==> src/rtl/round_robin_scheduler.sv <==
// Ready-queue dispatcher: circular PID FIFO feeding a quantum timer, re-queuing
// preempted PIDs at the tail and dropping exited ones.
module round_robin_scheduler #(
    parameter int PID_W = 5,
    parameter int DEPTH = 16
) (
    input  logic                       clk,
    input  logic                       reset,
    input  logic                       enq_valid,
    input  logic [PID_W-1:0]           enq_pid,
    output logic                       enq_ready,
    input  logic                       quantum_expired,
    input  logic                       proc_exit,
    output logic                       atv_temp,
    output logic [PID_W-1:0]           pid_run,
    output logic                       ctx_switch,
    output logic [$clog2(DEPTH+1)-1:0] queue_count
);

    localparam int CW = $clog2(DEPTH+1);
    localparam int AW = $clog2(DEPTH);
    localparam logic [CW-1:0] DEPTH_C = CW'(DEPTH);

    typedef enum logic [1:0] {S_IDLE, S_DISPATCH, S_RUN, S_SAVE} state_e;

    state_e           state_q, state_d;
    logic [PID_W-1:0] cur_q, cur_d;
    logic [AW-1:0]    wr_q, wr_d, rd_q, rd_d;
    logic [CW-1:0]    cnt_q, cnt_d;
    logic [PID_W-1:0] mem_q [DEPTH];

    logic             busy, enq_fire, save_push, push, pop;
    logic [PID_W-1:0] push_data, head;

    assign busy      = (state_q != S_IDLE);
    assign save_push = (state_q == S_SAVE);
    // One slot stays reserved for the running PID so the SAVE push cannot overflow.
    assign enq_ready = !save_push && (cnt_q < (DEPTH_C - CW'(busy)));
    assign enq_fire  = enq_valid && enq_ready && (enq_pid != '0);
    assign push      = enq_fire || save_push;
    assign push_data = save_push ? cur_q : enq_pid;
    // Single-process re-dispatch: the PID being pushed is also the one popped.
    assign head      = (save_push && cnt_q == '0) ? cur_q : mem_q[rd_q];

    always_comb begin
        state_d = state_q;
        pop     = 1'b0;
        unique case (state_q)
            S_IDLE: begin
                if (cnt_q != '0) begin
                    state_d = S_DISPATCH;
                    pop     = 1'b1;
                end
            end
            S_DISPATCH: state_d = S_RUN;
            S_RUN: begin
                if (proc_exit)            state_d = S_IDLE;
                else if (quantum_expired) state_d = S_SAVE;
            end
            S_SAVE: begin
                state_d = S_DISPATCH;
                pop     = 1'b1;
            end
            default: state_d = S_IDLE;
        endcase
    end

    always_comb begin
        cur_d = cur_q;
        if (pop)                                  cur_d = head;
        else if (state_q == S_RUN && proc_exit)   cur_d = '0;
        wr_d  = push ? wr_q + AW'(1) : wr_q;
        rd_d  = pop  ? rd_q + AW'(1) : rd_q;
        cnt_d = cnt_q + CW'(push) - CW'(pop);
    end

    always_ff @(posedge clk or negedge reset) begin
        if (!reset) begin
            state_q <= S_IDLE;
            cur_q   <= '0;
            wr_q    <= '0;
            rd_q    <= '0;
            cnt_q   <= '0;
        end else begin
            state_q <= state_d;
            cur_q   <= cur_d;
            wr_q    <= wr_d;
            rd_q    <= rd_d;
            cnt_q   <= cnt_d;
        end
    end

    always_ff @(posedge clk) begin
        if (push) mem_q[wr_q] <= push_data;
    end

    assign atv_temp    = (state_q == S_DISPATCH);
    assign ctx_switch  = (state_q == S_DISPATCH);
    assign pid_run     = busy ? cur_q : '0;
    assign queue_count = cnt_q;

endmodule

==> config.mk <==
export PLATFORM = sky130hd
export DESIGN_NAME = round_robin_scheduler
export DESIGN_NICKNAME = d
export VERILOG_FILES = /design/src/rtl/round_robin_scheduler.sv
export SDC_FILE = /design/constraint.sdc
export NUM_CORES = 1
export LEC_CHECK = 0
export ABC_CLOCK_PERIOD_IN_PS = 5100
export CORE_MARGIN = 2
export CORE_UTILIZATION = 30
export DETAILED_ROUTE_END_ITERATION = 8
export PLACE_DENSITY = 0.54
export SETUP_SLACK_MARGIN = 0.15
export SKIP_LAST_GASP = 1
export SLEW_MARGIN = 0
export SYNTH_ARGS = -nofsm -noshare
export SYNTH_HDL_FRONTEND = slang
export SYNTH_SLANG_ARGS = --single-unit
==> constraint.sdc <==
create_clock -name clk -period 5.1 [get_ports clk]
set_input_delay 1.53 -clock clk [delete_from_list [all_inputs] [get_ports clk]]
set_output_delay 1.53 -clock clk [all_outputs]
set_load 0.005 [all_outputs]
==> results.cfg <==
[logic_synthesis]
postSynth.asyncResetShare_pct = 20.0
netlist_top_cells_area = sky130_fd_sc_hd__edfxtp_1 53%, sky130_fd_sc_hd__dfrtp_1 11%, sky130_fd_sc_hd__mux4_2 10%
synth-edff-count = 80
synthDistinctLibCells = 44
netlist_top_cells_count = 80 x sky130_fd_sc_hd__edfxtp_1, 20 x sky130_fd_sc_hd__dfrtp_1, 20 x sky130_fd_sc_hd__mux4_2
syn-mean-instance-area_um2 = 16.5
synth_seq_cells = 100
synthesis.yosys.warnings = 0
synth_top_area_cell = sky130_fd_sc_hd__edfxtp_1
synth_top_flop_cell = sky130_fd_sc_hd__edfxtp_1
synth_top_area_share_pct = 53.3
yosys.cell_count.top_type = sky130_fd_sc_hd__edfxtp_1
seq_area_frac_synth_pct = 64.4
synth.cell_area_mm2 = 0.00450
synthCells = 273
synth.net_count = 300

[cts]
clkSlewWorstSetupHoldPaths_ps = 70
cts_buffers = 9
cts_buffer_depth = 2
cts_setup_buffers = 0
clock_latency_on_the_worst_skew_pair_ps = 350
clock-root-buffer = sky130_fd_sc_hd__clkbuf_16
tritoncts = done
tritoncts_num_sinks = 100
holdBufCountCts = 0
postCtsResizedCells = 0
cts-htree-levels = 3

[timing]
worst_clock_skew_ps = 8.77
totalNegativeSetupSlack_ps = 0
final.period_utilization_pct = 83.6
max_freq_ghz = 0.234
report.final.hold_viol_count = 0
min_period_ps = 4260
timing.final.max_slew_violations = 0
timing.slew.headroom_pct = 32.7
post-route-worst-setup-slack_ps = 835
timing_worst_slew_pin_value_ps = 1010
setup_violations = 0
rsz0062_at_grt = no

[cells_and_area]
final_design_area_no_fill_mm2 = 0.00519
post-route-util_pct = 35.6
finish.net_count = 327
n_antenna_cell = 0
layout_cells_sized_above_1_pct = 17.4
area.growth.synth_to_final_pct = 15.3
fillerInstances = 1365

[route]
avgViaCountPerCell = 4.90
route.antenna.remaining_nets = 0
route.vias.total = 2398
route.detailed.wl_per_inst_um = 19.9
drc_violations_left = 0
first_iter_violations = 292
first_pass_iters = 4
postRouteWirelength_um = 9740

[critical_path]
crit_path_cell_trace = clkdlybuf4s50_1 > or4_4 > o21a_1 > a41o_4 > inv_1 > ha_1 > inv_1 > ha_1 > fa_1 > a21oi_1 > nor2_1 > nor2_1 > xnor2_1
endpoint_kind = register
critPathLaunchType = primary input
cp_slowest_stage_delay_ps = 580
worst-endpoint-arrival_ps = 4530
required_ps = 5370
timing_worst_setup_path_type = primary input to register
worst_path_max_delay_cell = sky130_fd_sc_hd__or4_4
critical_path_peak_fanout = 18

[grt]
number_of_global_route_vias_before_repair = 2501
first_pass_grt_wire_length_um = 15200
initial_antenna_violation_count = 0
gr_util_all_layers_pct = 12.9
overflow = 0
grt_start_max_net_pins = 24

[placement]
routability_congestion = 0.728
placement.io_buffers = 22
preCtsSetupSlack_ps = 499
postPlaceCellArea_mm2 = 0.00491
hpwl_reported_at_the_end_of_detailed_placement_um = 6530

[run_status]
result_of_the_run = finished clean

[flow_run]
cap_viol_max_count = 0

[floorplan]
core_area_mm2 = 0.0146
chipHeight_um = 127
initial_core_util_pct = 30.9
placementRows = 44
design.portCount = 23
die-width_um = 127
die-area_mm2 = 0.0160

[hold_path]
worst_hold_path_type = register to register

[power_and_ir_drop]
power_leakage_uw = 0.00186
power-per-cell-area_mw_per_mm2 = 588
worst_ir_drop_vdd_v = 0.000239
[path summary, 6_finish.rpt]
kind | from | to | slack (ps) | depth (start not counted)
worst max-delay path | enq_pid[0] | queue_count[4] | 840 | 13
worst min-delay path | cur_q[3] | cur_q[3] | 520 | 1
worst max register to register | queue_count[3] | queue_count[4] | 1900 | 13
worst min register to register | cur_q[3] | cur_q[3] | 520 | 1
max in group asynchronous | reset | queue_count[1] | 2750 | 1
min in group asynchronous | reset | cur_q[2] | 1740 | 1
[worst max-delay path, delay by kind of cell]
family,cells,cell delay [ps]
AO/OA/AOI/OAI,3,720
XOR/XNOR,1,120
adder cells (fa/ha/maj),3,760
buffers and inverters,3,650
AND/OR/NAND/NOR,3,750
[registers in the layout, indices dropped and copies added, names as in the netlist]
register     cells
rd_q             4
queue_count      5
state_q          2
wr_q             4
mem_q           80
cur_q            5
[cell usage in the layout (no fill, tap or decap), types with 5 or more instances in the layout]
master,count
sky130_fd_sc_hd__and3_2,5
sky130_fd_sc_hd__nand2_1,10
sky130_fd_sc_hd__ha_1,16
sky130_fd_sc_hd__nand2b_1,7
sky130_fd_sc_hd__clkdlybuf4s50_1,22
sky130_fd_sc_hd__nor2_1,7
sky130_fd_sc_hd__mux4_2,20
sky130_fd_sc_hd__a211o_1,6
sky130_fd_sc_hd__edfxtp_1,80
sky130_fd_sc_hd__and3_1,10
sky130_fd_sc_hd__nand3_1,5
sky130_fd_sc_hd__dfrtp_1,20
sky130_fd_sc_hd__mux2_2,6
sky130_fd_sc_hd__inv_1,11
sky130_fd_sc_hd__xor2_1,5
sky130_fd_sc_hd__clkbuf_16,9
sky130_fd_sc_hd__nor2b_1,13
sky130_fd_sc_hd__a32o_1,6
[cell type report]
| type | instances | area [µm²] | area share, % |
|---|---|---|---|
| clock buffers | 10 | 229 | 4.41 |
| repair buffers | 26 | 250 | 4.82 |
| inverters | 11 | 41.3 | 0.795 |
| well taps | 184 | 230 | 4.43 |
| flip-flops and latches | 100 | 2900 | 55.9 |
| multi-input cells | 152 | 1490 | 28.7 |
| clock inverters | 6 | 50.0 | 0.964 |
[metrics by stage]
stage	power, µW	instances	hold WS, ps
2_1_floorplan	2050	273	474
3_3_place_gp	2420	473	499
3_5_place_dp	2450	473	491
5_1_grt	3260	489	553
6_report	3050	489	521
4_1_cts	3090	489	518
[power breakdown]
group / internal (µW) / switching (µW)
Sequential: 1070 / 125
Combinational: 590 / 631
Clock: 335 / 305
[layer usage]
layer	track usage (%)	wire [µm]
met1	17.5	4530
met2	20.4	4770
met3	3.80	351
met4	3.68	97
met5	0	0
[kinds of logic (layout without fill, tap and decap cells)]
group,count (synthesis),after routing,synth area share [%]
flops,100,100,64.4
simple gates,68,68,8.67
mux,31,31,12.7
compound gates,28,28,5.22
buf+inv,21,53,2.50
fa+ha+maj,17,17,4.89
xor+xnor,8,8,1.56
No activity file was read; power rests on OpenSTA's default activity.
